## config.mk

```make
export PLATFORM = sky130hd
export DESIGN_NAME = spi_ad_master
export DESIGN_NICKNAME = d
export VERILOG_FILES = /design/src/rtl/spi_ad_master.sv
export SDC_FILE = /design/constraint.sdc
export NUM_CORES = 1
export LEC_CHECK = 0
export BUFFER_PORTS_ARGS = -buffer_cell sky130_fd_sc_hd__buf_4
export CORE_UTILIZATION = 46
export CTS_CLUSTER_SIZE = 28
export DETAILED_ROUTE_END_ITERATION = 7
export PLACE_DENSITY = 0.68
export SETUP_SLACK_MARGIN = 0.1
export SYNTH_ARGS = -nofsm -noshare
export SYNTH_HDL_FRONTEND = slang
export SYNTH_SLANG_ARGS = --single-unit
```

## constraint.sdc

```tcl
create_clock -name clk -period 2.5 [get_ports clk]
set_input_delay 0.375 -clock clk [delete_from_list [all_inputs] [get_ports clk]]
set_output_delay 0.375 -clock clk [all_outputs]
set_load 0.1 [all_outputs]
```

## src/rtl/spi_ad_master.sv

```systemverilog
// SPI master for the address/data SPI-to-Wishbone protocol: sends a header word
// {addr, 1'b0, rd}, then cmd_len+1 data words in mode 0, capturing miso on reads.
module spi_ad_master #(
  parameter int ADDR_WIDTH = 14,
  parameter int DATA_WIDTH = 16,
  parameter int CLK_DIV    = 4,
  parameter int LEN_WIDTH  = 8,
  parameter int SS_GAP     = 2
) (
  input  logic                  clk,
  input  logic                  reset,
  input  logic                  cmd_valid,
  output logic                  cmd_ready,
  input  logic [ADDR_WIDTH-1:0] cmd_addr,
  input  logic                  cmd_rd,
  input  logic [LEN_WIDTH-1:0]  cmd_len,
  input  logic [DATA_WIDTH-1:0] wr_data,
  input  logic                  wr_valid,
  output logic                  wr_ready,
  output logic [DATA_WIDTH-1:0] rd_data,
  output logic                  rd_valid,
  output logic                  busy,
  output logic                  done,
  output logic                  sck,
  output logic                  mosi,
  output logic                  ss,
  input  logic                  miso
);

  localparam int DIV_W   = (CLK_DIV > 1) ? $clog2(CLK_DIV) : 1;
  localparam int BIT_W   = (DATA_WIDTH > 1) ? $clog2(DATA_WIDTH) : 1;
  localparam int GAP_CYC = (SS_GAP * CLK_DIV > 0) ? SS_GAP * CLK_DIV : 1;
  localparam int GAP_W   = $clog2(GAP_CYC) + 1;

  localparam logic [DIV_W-1:0] DIV_LAST = DIV_W'(CLK_DIV - 1);
  localparam logic [BIT_W-1:0] BIT_LAST = BIT_W'(DATA_WIDTH - 1);
  localparam logic [GAP_W-1:0] GAP_LAST = GAP_W'(GAP_CYC - 1);

  localparam logic [2:0] S_IDLE  = 3'd0;
  localparam logic [2:0] S_SETUP = 3'd1;
  localparam logic [2:0] S_SHIFT = 3'd2;
  localparam logic [2:0] S_WORD  = 3'd3;
  localparam logic [2:0] S_HOLD  = 3'd4;
  localparam logic [2:0] S_GAP   = 3'd5;

  logic [2:0]            state_q, state_d;
  logic [DIV_W-1:0]      div_q, div_d;
  logic [BIT_W-1:0]      bit_q, bit_d;
  logic [LEN_WIDTH-1:0]  word_q, word_d;
  logic [GAP_W-1:0]      gap_q, gap_d;
  logic [DATA_WIDTH-1:0] shift_q, shift_d;
  logic [DATA_WIDTH-1:0] cap_q, cap_d;
  logic [DATA_WIDTH-1:0] rd_data_q, rd_data_d;
  logic                  rd_q, rd_d;
  logic                  hdr_q, hdr_d;
  logic                  sck_q, sck_d;
  logic                  ss_q, ss_d;
  logic                  rd_valid_q, rd_valid_d;
  logic                  done_q, done_d;
  logic                  wr_take;
  logic                  tick;

  assign tick = (div_q == DIV_LAST);

  always_comb begin
    state_d    = state_q;
    div_d      = div_q;
    bit_d      = bit_q;
    word_d     = word_q;
    gap_d      = gap_q;
    shift_d    = shift_q;
    cap_d      = cap_q;
    rd_data_d  = rd_data_q;
    rd_d       = rd_q;
    hdr_d      = hdr_q;
    sck_d      = sck_q;
    ss_d       = ss_q;
    rd_valid_d = 1'b0;
    done_d     = 1'b0;
    wr_take    = 1'b0;

    case (state_q)
      S_IDLE: begin
        if (cmd_valid) begin
          state_d = S_SETUP;
          ss_d    = 1'b0;
          shift_d = {cmd_addr, 1'b0, cmd_rd};
          rd_d    = cmd_rd;
          word_d  = cmd_len;
          hdr_d   = 1'b1;
          div_d   = '0;
          bit_d   = '0;
        end
      end
      S_SETUP: begin
        if (tick) begin
          sck_d   = 1'b1;
          cap_d   = {cap_q[DATA_WIDTH-2:0], miso};
          div_d   = '0;
          state_d = S_SHIFT;
        end else begin
          div_d = div_q + DIV_W'(1);
        end
      end
      S_SHIFT: begin
        if (tick) begin
          div_d = '0;
          sck_d = ~sck_q;
          if (!sck_q) begin
            cap_d = {cap_q[DATA_WIDTH-2:0], miso};
          end else begin
            // Shifting on every fall leaves zeros behind, so mosi idles low after a word.
            shift_d = {shift_q[DATA_WIDTH-2:0], 1'b0};
            if (bit_q == BIT_LAST) begin
              bit_d   = '0;
              state_d = S_WORD;
              if (rd_q && !hdr_q) begin
                rd_data_d  = cap_q;
                rd_valid_d = 1'b1;
              end
            end else begin
              bit_d = bit_q + BIT_W'(1);
            end
          end
        end else begin
          div_d = div_q + DIV_W'(1);
        end
      end
      S_WORD: begin
        if (!hdr_q && word_q == '0) begin
          // The boundary cycle counts as the first hold cycle.
          state_d = S_HOLD;
          div_d   = DIV_W'(1);
        end else if (rd_q) begin
          state_d = S_SETUP;
          div_d   = '0;
          shift_d = '0;
          hdr_d   = 1'b0;
          if (!hdr_q) word_d = word_q - LEN_WIDTH'(1);
        end else if (wr_valid) begin
          wr_take = 1'b1;
          state_d = S_SETUP;
          div_d   = '0;
          shift_d = wr_data;
          hdr_d   = 1'b0;
          if (!hdr_q) word_d = word_q - LEN_WIDTH'(1);
        end
      end
      S_HOLD: begin
        if (tick) begin
          ss_d    = 1'b1;
          done_d  = 1'b1;
          div_d   = '0;
          gap_d   = '0;
          state_d = S_GAP;
        end else begin
          div_d = div_q + DIV_W'(1);
        end
      end
      S_GAP: begin
        if (gap_q == GAP_LAST) state_d = S_IDLE;
        else                   gap_d   = gap_q + GAP_W'(1);
      end
      default: state_d = S_IDLE;
    endcase
  end

  always_ff @(posedge clk) begin
    if (reset) begin
      state_q    <= S_IDLE;
      div_q      <= '0;
      bit_q      <= '0;
      word_q     <= '0;
      gap_q      <= '0;
      shift_q    <= '0;
      cap_q      <= '0;
      rd_data_q  <= '0;
      rd_q       <= 1'b0;
      hdr_q      <= 1'b0;
      sck_q      <= 1'b0;
      ss_q       <= 1'b1;
      rd_valid_q <= 1'b0;
      done_q     <= 1'b0;
    end else begin
      state_q    <= state_d;
      div_q      <= div_d;
      bit_q      <= bit_d;
      word_q     <= word_d;
      gap_q      <= gap_d;
      shift_q    <= shift_d;
      cap_q      <= cap_d;
      rd_data_q  <= rd_data_d;
      rd_q       <= rd_d;
      hdr_q      <= hdr_d;
      sck_q      <= sck_d;
      ss_q       <= ss_d;
      rd_valid_q <= rd_valid_d;
      done_q     <= done_d;
    end
  end

  assign cmd_ready = (state_q == S_IDLE) && !reset;
  assign wr_ready  = wr_take && !reset;
  assign busy      = (state_q != S_IDLE);
  assign rd_data   = rd_data_q;
  assign rd_valid  = rd_valid_q;
  assign done      = done_q;
  assign sck       = sck_q;
  assign ss        = ss_q;
  assign mosi      = shift_q[DATA_WIDTH-1];

endmodule
```

* Yosys cells after proc, flatten, opt, wreduce, memory -nomap -nowiden
Index checks and enable logic that the tools add are counted.
** Word-level totals
- Output and inout bits :: 24
- Logic and storage cells :: 131
- Flip-flop bits (word level) :: 75
- Bits of input ports :: 44
** Operators by class
- Multiplexer cells :: 58
- Bitwise gates (word level) :: 5
- Eq/ne operators :: 20
- Add/subtract/negate cells :: 4
- Reductions and logical operators :: 30
** Operator list (number)
- 16-bit two-way mux :: 9
- 16-bit one-hot mux with 3 select lines :: 1
- 8-bit two-way mux :: 5
- 16-bit one-hot mux with 2 select lines :: 1
- 3-bit two-way mux :: 10
- 4-bit two-way mux :: 6
- 2-bit != test, second input constant :: 10
- 3-bit one-hot mux with 6 select lines :: 1
- 4-bit one-hot mux with 2 select lines :: 2
- 8-bit one-hot mux with 2 select lines :: 1
- 1-bit two-way mux :: 13
- 3-bit AND reduction :: 4
- 4-bit AND reduction :: 3
- 2-bit two-way mux :: 5
- 2-bit nonzero test :: 5
- 3-bit nonzero test :: 3
- 4-bit by 1-bit adder with 4-bit output, second input constant :: 2
- 8-bit logical NOT :: 1
- 8-bit AND reduction :: 1
- 8-bit by 1-bit subtractor with 8-bit output, second input constant :: 1
- 3-bit by 2-bit equality test with 1-bit output, second input constant :: 2
- 3-bit equality test, second input constant :: 2
- 1-bit one-hot mux with 2 select lines :: 3
- 2-bit one-hot mux with 3 select lines :: 1
- other kinds (17) :: 25

* Longest topological paths before layout
Gate-level depths: netlist of the first run.
- Depth in word-level cells :: 6
- Mapped depth :: 9
- Mapped depth without buffers :: 7

* Worst setup path after synthesis of the first run
Ideal clock, no wire load.
- Kind :: reg-to-output
- Start point :: register state_q[2]
- End point :: output cmd_ready
- Stages on the path, launching flop included :: 5
- Slack :: -0.804 ns
- Arrival time :: 2.929 ns
- Path buffers :: 2
- Required time :: 2.125 ns
- Cells stage by stage :: dfxtp_1 > buf_2 > clkbuf_1 > or3_1 > nor2_1
** On the way
- Cells in the longest elaborated chain, start to end :: 2
** RTL lines
- from (decl) :: RTL line 46 : logic [2:0] state_q, state_d;
- from (signal assigned) :: RTL line 185 : state_q <= state_d;
- 3-bit logical NOT :: RTL line 202 : assign cmd_ready = (state_q == S_IDLE) && !reset;
- 1-bit logical AND :: RTL line 202
- to (decl) :: RTL line 13 : output logic cmd_ready,
No other way between the ends.

* Worst setup path in the final report of the first run
Ends and elaborated chain as after synthesis.

==> flow_summary.json, run 1 <==
{
  "critPathKind": "reg2out",
  "cp_data_required_time_ps": 2120,
  "grt_max_degree": 36,
  "multi_input_area_um2": 1900,
  "ios": 68,
  "combPwrFrac_pct": 32.4,
  "r2r_setup_slack_ps": 280,
  "hold_viol": 0,
  "path_clk_slew_ps": 80,
  "rows": 31,
  "path_max_fanout": 15,
  "yosysMostFrequentCell": "dfxtp_1",
  "setup_viol_count_final": 0,
  "critPathArrivalTime_ps": 1900,
  "cts_tree": "done",
  "post_drt_wl_per_cell_um": 14.1,
  "gr-usage-met3_pct": 4.43,
  "busiest_layer": "met2",
  "slew_violations": 0,
  "hold_class": "in2reg",
  "antenna_cells": 0,
  "gp_congestion": 0.883,
  "drc": 0,
  "crit_start": "state_q[2]$_SDFFE_PP0P_",
  "r2r_cells": 6,
  "hpwl_mm": 5.63,
  "worst_pin_slew_ps": 650,
  "die_area_um2": 8010,
  "synth_cells": 392,
  "nets": 504,
  "ys_warn_count": 0,
  "drive_gt1_share_pct": 24.2,
  "max_slew_margin_pct": 56.7,
  "core_area_um2": 7330,
  "rr_endpoint": "state_q[0]$_SDFFE_PP0P_",
  "drv_cap": 0,
  "firstDrtPassIters": 6,
  "async_reset_ff_share_pct": 0,
  "start_kind": "flip-flop",
  "ir_drop_uv": 777,
  "cp-end-kind": "output port",
  "avgSynthCellArea_um2": 8.99,
  "final.setup.tns_ps": 0,
  "grt_remaining_overflow": 0,
  "ys_ff_latch": 75,
  "drtAntennaViolNets": 0,
  "p_switching_uw": 1290,
  "yosysSeqAreaShare_pct": 42.6,
  "cts.sinks": 75,
  "area_growth_pct": 22.5,
  "cts_buffers": 9,
  "synth.largest_area_cell": "dfxtp_1",
  "switching_share_pct": 36.7,
  "clock_latency_ps": 340,
  "grt_pass1_wl_mm": 12.8,
  "viasPerCell": 5.52,
  "fillCellCount": 670,
  "clock_path_buffers": 2,
  "syn_nets": 441,
  "die_w_um": 89.5,
  "seq_area_um2": 1500,
  "post_dp_cell_area_um2": 4120,
  "num_vias": 3081,
  "start_util_pct": 48.0,
  "use_met1_pct": 28.6,
  "drt_iter0_drc": 197,
  "status": "completed",
  "synth_cell_types": 60,
  "met2_usage_pct": 31.8,
  "synth_area_leaders": "dfxtp_1 (43%), mux2i_1 (9.9%), nor2_1 (7.7%)",
  "cts-root-buf": "clkbuf_8",
  "power.clock.fraction_pct": 25.9,
  "synth_top_area_share_pct": 42.6,
  "endpoint": "cmd_ready",
  "ctsHoldBuffers": 0,
  "die_h_um": 89.5,
  "wl_mm": 7.90,
  "grtUsageTotal_pct": 20.7,
  "fmax_mhz": 439,
  "antenna_found_initial": 0,
  "grt_pass1_vias": 2778,
  "fin_worst_skew_ps": 8.80,
  "final_area_um2": 4310,
  "min_period_over_period_pct": 91.1,
  "p_per_area_nw_per_um2": 812,
  "post_cts_buffers": 0,
  "ctsHtreeMaxLevel": 3,
  "period_needed_ps": 2280,
  "port_buffers": 67,
  "syn_area_um2": 3520,
  "r2r_start": "div_q[0]$_SDFFE_PP0P_",
  "internal-power_uw": 2220,
  "pwr-share-seq_pct": 41.8,
  "synth-edff-count": 0,
  "yosys-top-cells-count": "dfxtp_1 (75), nor2_1 (72), mux2i_1 (35)",
  "p_leak_uw": 0.00187,
  "synth_flop_cell": "dfxtp_1",
  "rsz0062_at_grt": "no"
}
stage by stage:
step	total power, µW	util, %	setup slack, ps	hold WS [ps]	instances
2_1_floorplan	2350	-	305	446	392
3_3_place_gp	2590	56.2	446	462	543
3_5_place_dp	2610	56.2	344	472	543
4_1_cts	3520	58.8	159	262	558
5_1_grt	3700	58.8	103	283	558
6_report	3500	58.8	224	275	558
how the worst min path moves through the flow:
stage | endpoint | startpoint | cells after the start | slack (ps)
after global placement | div_q[1]$_SDFFE_PP0P_ | div_q[1]$_SDFFE_PP0P_ | 1 | 460
after detailed placement | bit_q[1]$_SDFFE_PP0P_ | bit_q[1]$_SDFFE_PP0P_ | 2 | 470
final | cap_q[0]$_SDFFE_PP0P_ | miso | 3 | 270
after floorplan | div_q[1]$_SDFFE_PP0P_ | div_q[1]$_SDFFE_PP0P_ | 1 | 450
after global routing | cap_q[0]$_SDFFE_PP0P_ | miso | 3 | 280
after CTS | cap_q[0]$_SDFFE_PP0P_ | miso | 3 | 260
sequential cells by signal (all words and copies together) (netlist names), 2 cells and up:
signal,cells
cap_q,16
rd_data,16
shift_q,16
word_q,8
bit_q,4
gap_q,4
state_q,3
div_q,2
layer usage:
layer	vias up	routed length, µm
met5	-	0
li1	1568	-
met2	92	3530
met4	0	74
met3	9	438
met1	1412	3850
cells in the final DEF (no fill, tap or decap), types with 3 or more instances in the layout:
master    Yosys  final
a211oi_1     15     15
a21oi_1      18     18
a222oi_1     13     13
a22oi_1       5      5
a31oi_1       3      3
and2_1        5      5
and3_1        3      3
buf_4         4     78
clkbuf_8      0      9
dfxtp_1      75     74
ha_1          5      5
inv_1         4      4
mux2i_1      35     35
nand2_1      16     16
nand2b_1      3      3
nand3_1       7      7
nor2_1       72     71
nor2b_1       8      8
nor3_1        5      5
nor4_1        4      4
o211ai_1      3      3
o21ai_0      11     11
o21ai_1       7      7
or2_2         4      4
or3_1         5      4
worst max-delay path, cell delays in order, from the launching register on:
cell and delay (ps):
dfxtp_1 480, buf_4 260, or3_4 420, nor2_4 100
buf_4 290
repair_timing:
action                     in CTS  in global routing
resized for setup               0                  1
hold endpoints to repair        0                  0
setup endpoints to repair       0                  1
final cells by class:
cell class	instances	area share, %
clock buffer	9	2.87
clock inverter	6	1.54
inverter	4	0.348
multi-input combinational	287	44.0
sequential	75	34.8
tap	99	2.87
timing repair buffer	78	13.6
cells by family (layout without fill, tap and decap cells):
group	Yosys count	count (layout)	synth area share (%)
xor gates and xnor gates	3	3	0.746
and+or+nand+nor	150	150	21.6
AOI/OAI and AO/OA	94	94	19.0
adders and majority gates	5	5	1.78
buffers and inverters	30	97	4.30
DFF	75	75	42.6
muxes	35	35	9.95
power groups by stage:
| stage | logic, µW | registers [µW] | clock network, µW |
|---|---|---|---|
| floorplan | 873 | 1470 | 0 |
| global placement | 1110 | 1480 | 0 |
| detailed placement | 1120 | 1480 | 0 |
| CTS | 1130 | 1460 | 934 |
| global route | 1230 | 1480 | 989 |
| finish | 1130 | 1460 | 906 |
(Power assumes the default switching activity.)
==> run 2, diff against run 1 <==
--- a/config.mk
+++ b/config.mk
@@ -10,6 +10,7 @@
 export CTS_CLUSTER_SIZE = 28
 export DETAILED_ROUTE_END_ITERATION = 7
 export PLACE_DENSITY = 0.68
+export REMOVE_ABC_BUFFERS = 1
 export SETUP_SLACK_MARGIN = 0.1
 export SYNTH_ARGS = -nofsm -noshare
 export SYNTH_HDL_FRONTEND = slang
==> flow_summary.json, run 2 (same netlist as run 1, synthesis figures left out) <==
{
  "wl_mm": 7.64,
  "cts_buffers": 9,
  "die_w_um": 89.5,
  "num_vias": 3087,
  "viasPerCell": 5.51,
  "start_kind": "flip-flop",
  "setup_viol_count_final": 0,
  "drtAntennaViolNets": 0,
  "ctsHoldBuffers": 0,
  "status": "completed",
  "drive_gt1_share_pct": 24.1,
  "cts_tree": "done",
  "holdWs_ps": 264,
  "grtUsageTotal_pct": 19.6,
  "period_needed_ps": 2290,
  "grt_remaining_overflow": 0,
  "fin_worst_skew_ps": 12.2,
  "critPathArrivalTime_ps": 1920,
  "grt_max_degree": 31,
  "die_h_um": 89.5,
  "cp_data_required_time_ps": 2120,
  "drc": 0,
  "rsz0062_at_grt": "no",
  "min_period_over_period_pct": 91.7,
  "final_cell_mix": "buf_4 (79), dfxtp_1 (75), nor2_1 (71)",
  "drt_iter0_drc": 124,
  "path_clk_slew_ps": 90,
  "start_util_pct": 48.0,
  "hold_class": "in2reg",
  "cts.sinks": 75,
  "ir_drop_uv": 333,
  "hold_viol": 0,
  "firstDrtPassIters": 6,
  "grt_pass1_wl_mm": 12.2,
  "critPathKind": "reg2out",
  "ios": 68,
  "grt_pass1_vias": 2665,
  "fillCellCount": 669,
  "final_util_pct": 59.3,
  "gp_congestion": 0.858,
  "clock_latency_ps": 350,
  "die_area_um2": 8010,
  "path_max_fanout": 12,
  "p_per_area_nw_per_um2": 824,
  "antenna_cells": 0,
  "fmax_mhz": 436,
  "post_drt_wl_per_cell_um": 13.6,
  "clock_path_buffers": 2,
  "port_buffers": 67,
  "post_cts_buffers": 0,
  "nets": 505,
  "cts-root-buf": "clkbuf_8",
  "core_area_um2": 7330,
  "ctsHtreeMaxLevel": 3,
  "p_leak_uw": 0.00189,
  "hpwl_mm": 5.38,
  "cp-end-kind": "output port",
  "antenna_found_initial": 0,
  "worst_pin_slew_ps": 1010,
  "drv_cap": 0,
  "rows": 31,
  "hold_path_depth": 3,
  "final_common_cell": "buf_4",
  "slew_violations": 0,
  "r2r_cells": 6,
  "max_slew_margin_pct": 32.9,
  "area_growth_pct": 23.4
}
run 2: layout make-up:
class / count / area (µm²) / share of cell area [%]
multi-input cells: 287 / 1900 / 43.7
well taps: 99 / 124 / 2.85
clock buffers: 9 / 124 / 2.85
inverters: 4 / 15.0 / 0.346
repair buffers: 79 / 593 / 13.6
flip-flops and latches: 75 / 1500 / 34.6
clock inverters: 7 / 90.1 / 2.07
run 2: stage by stage:
step | cell area, µm² | setup slack [ps] | total power, µW | cells | TNS (ps)
floorplan | 3390 | -633 | 2270 | 366 | -17410
global placement | 4120 | 354 | 2580 | 544 | 0
detailed placement | 4120 | 320 | 2600 | 544 | 0
CTS | 4340 | 129 | 3600 | 560 | 0
global route | 4350 | 114 | 3800 | 560 | 0
finish | 4350 | 207 | 3580 | 560 | 0
run 2: what timing repair did:
item                                    4_1_cts  5_1_grt
resized for setup                             0        2
endpoints found under the setup margin        0        1
endpoints found under the hold margin         0        0
run 2: critical path, stage by stage (launching register included):
cell and delay (ps):
dfxtp_1 560, nand2_1 250, nor2_2 240, and4_1 230, buf_4 290
run 2: power by group:
group	switching [µW]	internal [µW]	leakage (µW)	total, µW
clock network	509	491	0.000110	1000
registers	107	1320	0.000610	1420
logic	718	441	0.00117	1160
total	1330	2250	0.00189	3580
run 2: per-layer routing:
metal  global-route usage (%)  wire (µm)  share of wire, %  up-vias
met2                     30.9       3450                45       99
met4                     7.50         74              0.97        0
li1                         -          -                 -     1570
met1                     26.3       3640                48     1410
met5                        0          0                 0        -
met3                     4.25        473               6.2        8
run 2: worst paths after layout:
| kind | start | end | slack (ps) |
|---|---|---|---|
| worst max-delay path | state_q[1]$_SDFFE_PP0P_ | wr_ready | 210 |
| worst max register to register | div_q[0]$_SDFFE_PP0P_ | state_q[0]$_SDFFE_PP0P_ | 250 |
| worst min-delay path | miso | cap_q[0]$_SDFFE_PP0P_ | 260 |
| worst min register to register | div_q[1]$_SDFFE_PP0P_ | div_q[1]$_SDFFE_PP0P_ | 480 |
==> run 3, diff against run 2 <==
==> constraint.sdc (replaced) <==
create_clock -name clk -period 2.75 [get_ports clk]
set_input_delay 0.4125 -clock clk [delete_from_list [all_inputs] [get_ports clk]]
set_output_delay 0.4125 -clock clk [all_outputs]
set_load 0.1 [all_outputs]
==> flow_summary.json, run 3 (same netlist as run 1, synthesis figures left out) <==
{
  "area_growth_pct": 23.1,
  "num_vias": 3024,
  "ir_drop_uv": 417,
  "grt_pass1_vias": 2688,
  "cts-root-buf": "clkbuf_8",
  "grt_pass1_wl_mm": 12.0,
  "wl_mm": 7.64,
  "dpl_worst_slack_ps": 468,
  "hold_viol": 0,
  "fmax_mhz": 408,
  "fillCellCount": 644,
  "drc": 0,
  "multi_input_area_um2": 1890,
  "rsz0062_at_grt": "no",
  "slew_violations": 0,
  "ctsHoldBuffers": 0,
  "grt_max_degree": 39,
  "fin_worst_skew_ps": 11.7,
  "path_max_fanout": 5,
  "cts_tree": "done",
  "crit_chain": "inv_1 > ha_1 > nor4b_1 > nand2_1 > and4_1 > buf_4",
  "drive_gt1_share_pct": 23.4,
  "cp_data_required_time_ps": 2340,
  "worst_slack_ps": 301,
  "path_clk_slew_ps": 80,
  "hold_path_depth": 3,
  "holdWs_ps": 297,
  "drtAntennaViolNets": 0,
  "final.setup.tns_ps": 0,
  "dpl.cell_count": 541,
  "min_period_over_period_pct": 89.0,
  "grt_remaining_overflow": 0,
  "period_needed_ps": 2450,
  "viasPerCell": 5.43,
  "die_h_um": 89.5,
  "p_leak_uw": 0.00188,
  "final_common_cell": "buf_4",
  "p_per_area_nw_per_um2": 761,
  "final_cell_mix": "buf_4 (76), dfxtp_1 (74), nor2_1 (72)",
  "final_util_pct": 59.1,
  "seq_area_um2": 1500,
  "start_kind": "flip-flop",
  "port_buffers": 67,
  "hpwl_mm": 5.17,
  "clock_latency_ps": 350,
  "gp_congestion": 0.834,
  "cp-end-kind": "output port",
  "critPathArrivalTime_ps": 2040,
  "drt_iter0_drc": 118,
  "die_w_um": 89.5,
  "setup_viol_count_final": 0,
  "ctsHtreeMaxLevel": 3,
  "antenna_cells": 0,
  "start_util_pct": 48.0,
  "worst_pin_slew_ps": 1050,
  "clock_path_buffers": 2,
  "nets": 502,
  "cts_buffers": 9,
  "post_cts_buffers": 0,
  "critPathKind": "reg2out",
  "drv_cap": 0,
  "antenna_found_initial": 0,
  "hold_class": "in2reg",
  "instances_no_fill": 557,
  "r2r_cells": 7,
  "rows": 31,
  "grtUsageTotal_pct": 19.5,
  "core_area_um2": 7330,
  "die_area_um2": 8010,
  "crit_slowest_cell": "dfxtp_1",
  "cts.sinks": 75,
  "post_drt_wl_per_cell_um": 13.7,
  "critPathMaxStageDelay_ps": 340,
  "max_slew_margin_pct": 30.1,
  "firstDrtPassIters": 5,
  "status": "completed",
  "ios": 68
}
## run 3: cell types whose count changed in the layout (fill, tap and decap cells not counted)
cell / previous run / this run
buf_4: 79 / 76
inv_8: 3 / 0
bufinv_16: 1 / 2
clkbuf_8: 9 / 10
clkinv_4: 1 / 2
dfxtp_1: 75 / 74
dfxtp_2: 0 / 1
nor2_1: 71 / 72
nor2_2: 2 / 1
nor4b_1: 0 / 1
nor4b_2: 1 / 0
## run 3: where the power goes
group / total [µW] / internal [µW] / switching (µW)
logic: 1020 / 389 / 630
clock network: 969 / 545 / 424
registers: 1310 / 1200 / 115
## run 3: worst paths after layout
check / startpoint / end / slack, ps
max: word_q[1]$_SDFFE_PP0P_ / wr_ready / 300
min: miso / cap_q[0]$_SDFFE_PP0P_ / 300
max reg2reg: div_q[0]$_SDFFE_PP0P_ / shift_q[1]$_SDFFE_PP0P_ / 480
min reg2reg: div_q[1]$_SDFFE_PP0P_ / div_q[1]$_SDFFE_PP0P_ / 480
## run 3: layer usage
| metal | vias up | GRT usage (%) | share of wire (%) | wire [µm] |
|---|---|---|---|---|
| met5 | - | 0 | 0 | 0 |
| met4 | 0 | 7.65 | 1.4 | 110 |
| met3 | 13 | 4.52 | 5.5 | 419 |
| met2 | 73 | 31.3 | 44 | 3360 |
| met1 | 1375 | 25.5 | 49 | 3750 |
| li1 | 1563 | - | - | - |
## run 3: stage by stage
| step | area, µm² | total power, µW |
|---|---|---|
| final | 4330 | 3300 |
| after global routing | 4330 | 3480 |
| after CTS | 4330 | 3320 |
| after detailed placement | 4100 | 2350 |
| after global placement | 4100 | 2340 |
| after floorplan | 3390 | 2060 |
## run 3: timing repair
| item | 4_1_cts | 5_1_grt |
|---|---|---|
| hold endpoints to repair | 0 | 0 |
| resized for setup | 0 | 1 |
| endpoints found under the setup margin | 0 | 1 |
## run 3: layout make-up
class                   count  area share [%]
repair buffers             76            13.2
clock inverters             6            2.19
well taps                  99            2.86
multi-input cells         287            43.6
inverters                   4           0.346
flip-flops and latches     75            34.7
clock buffers              10            3.18
## run 3: critical path, delay by kind of cell (launching register included)
family,cells,cell delay [ps]
and+or+nand+nor,3,820
buffers and inverters,2,350
DFF,1,340
adders and majority gates,1,170
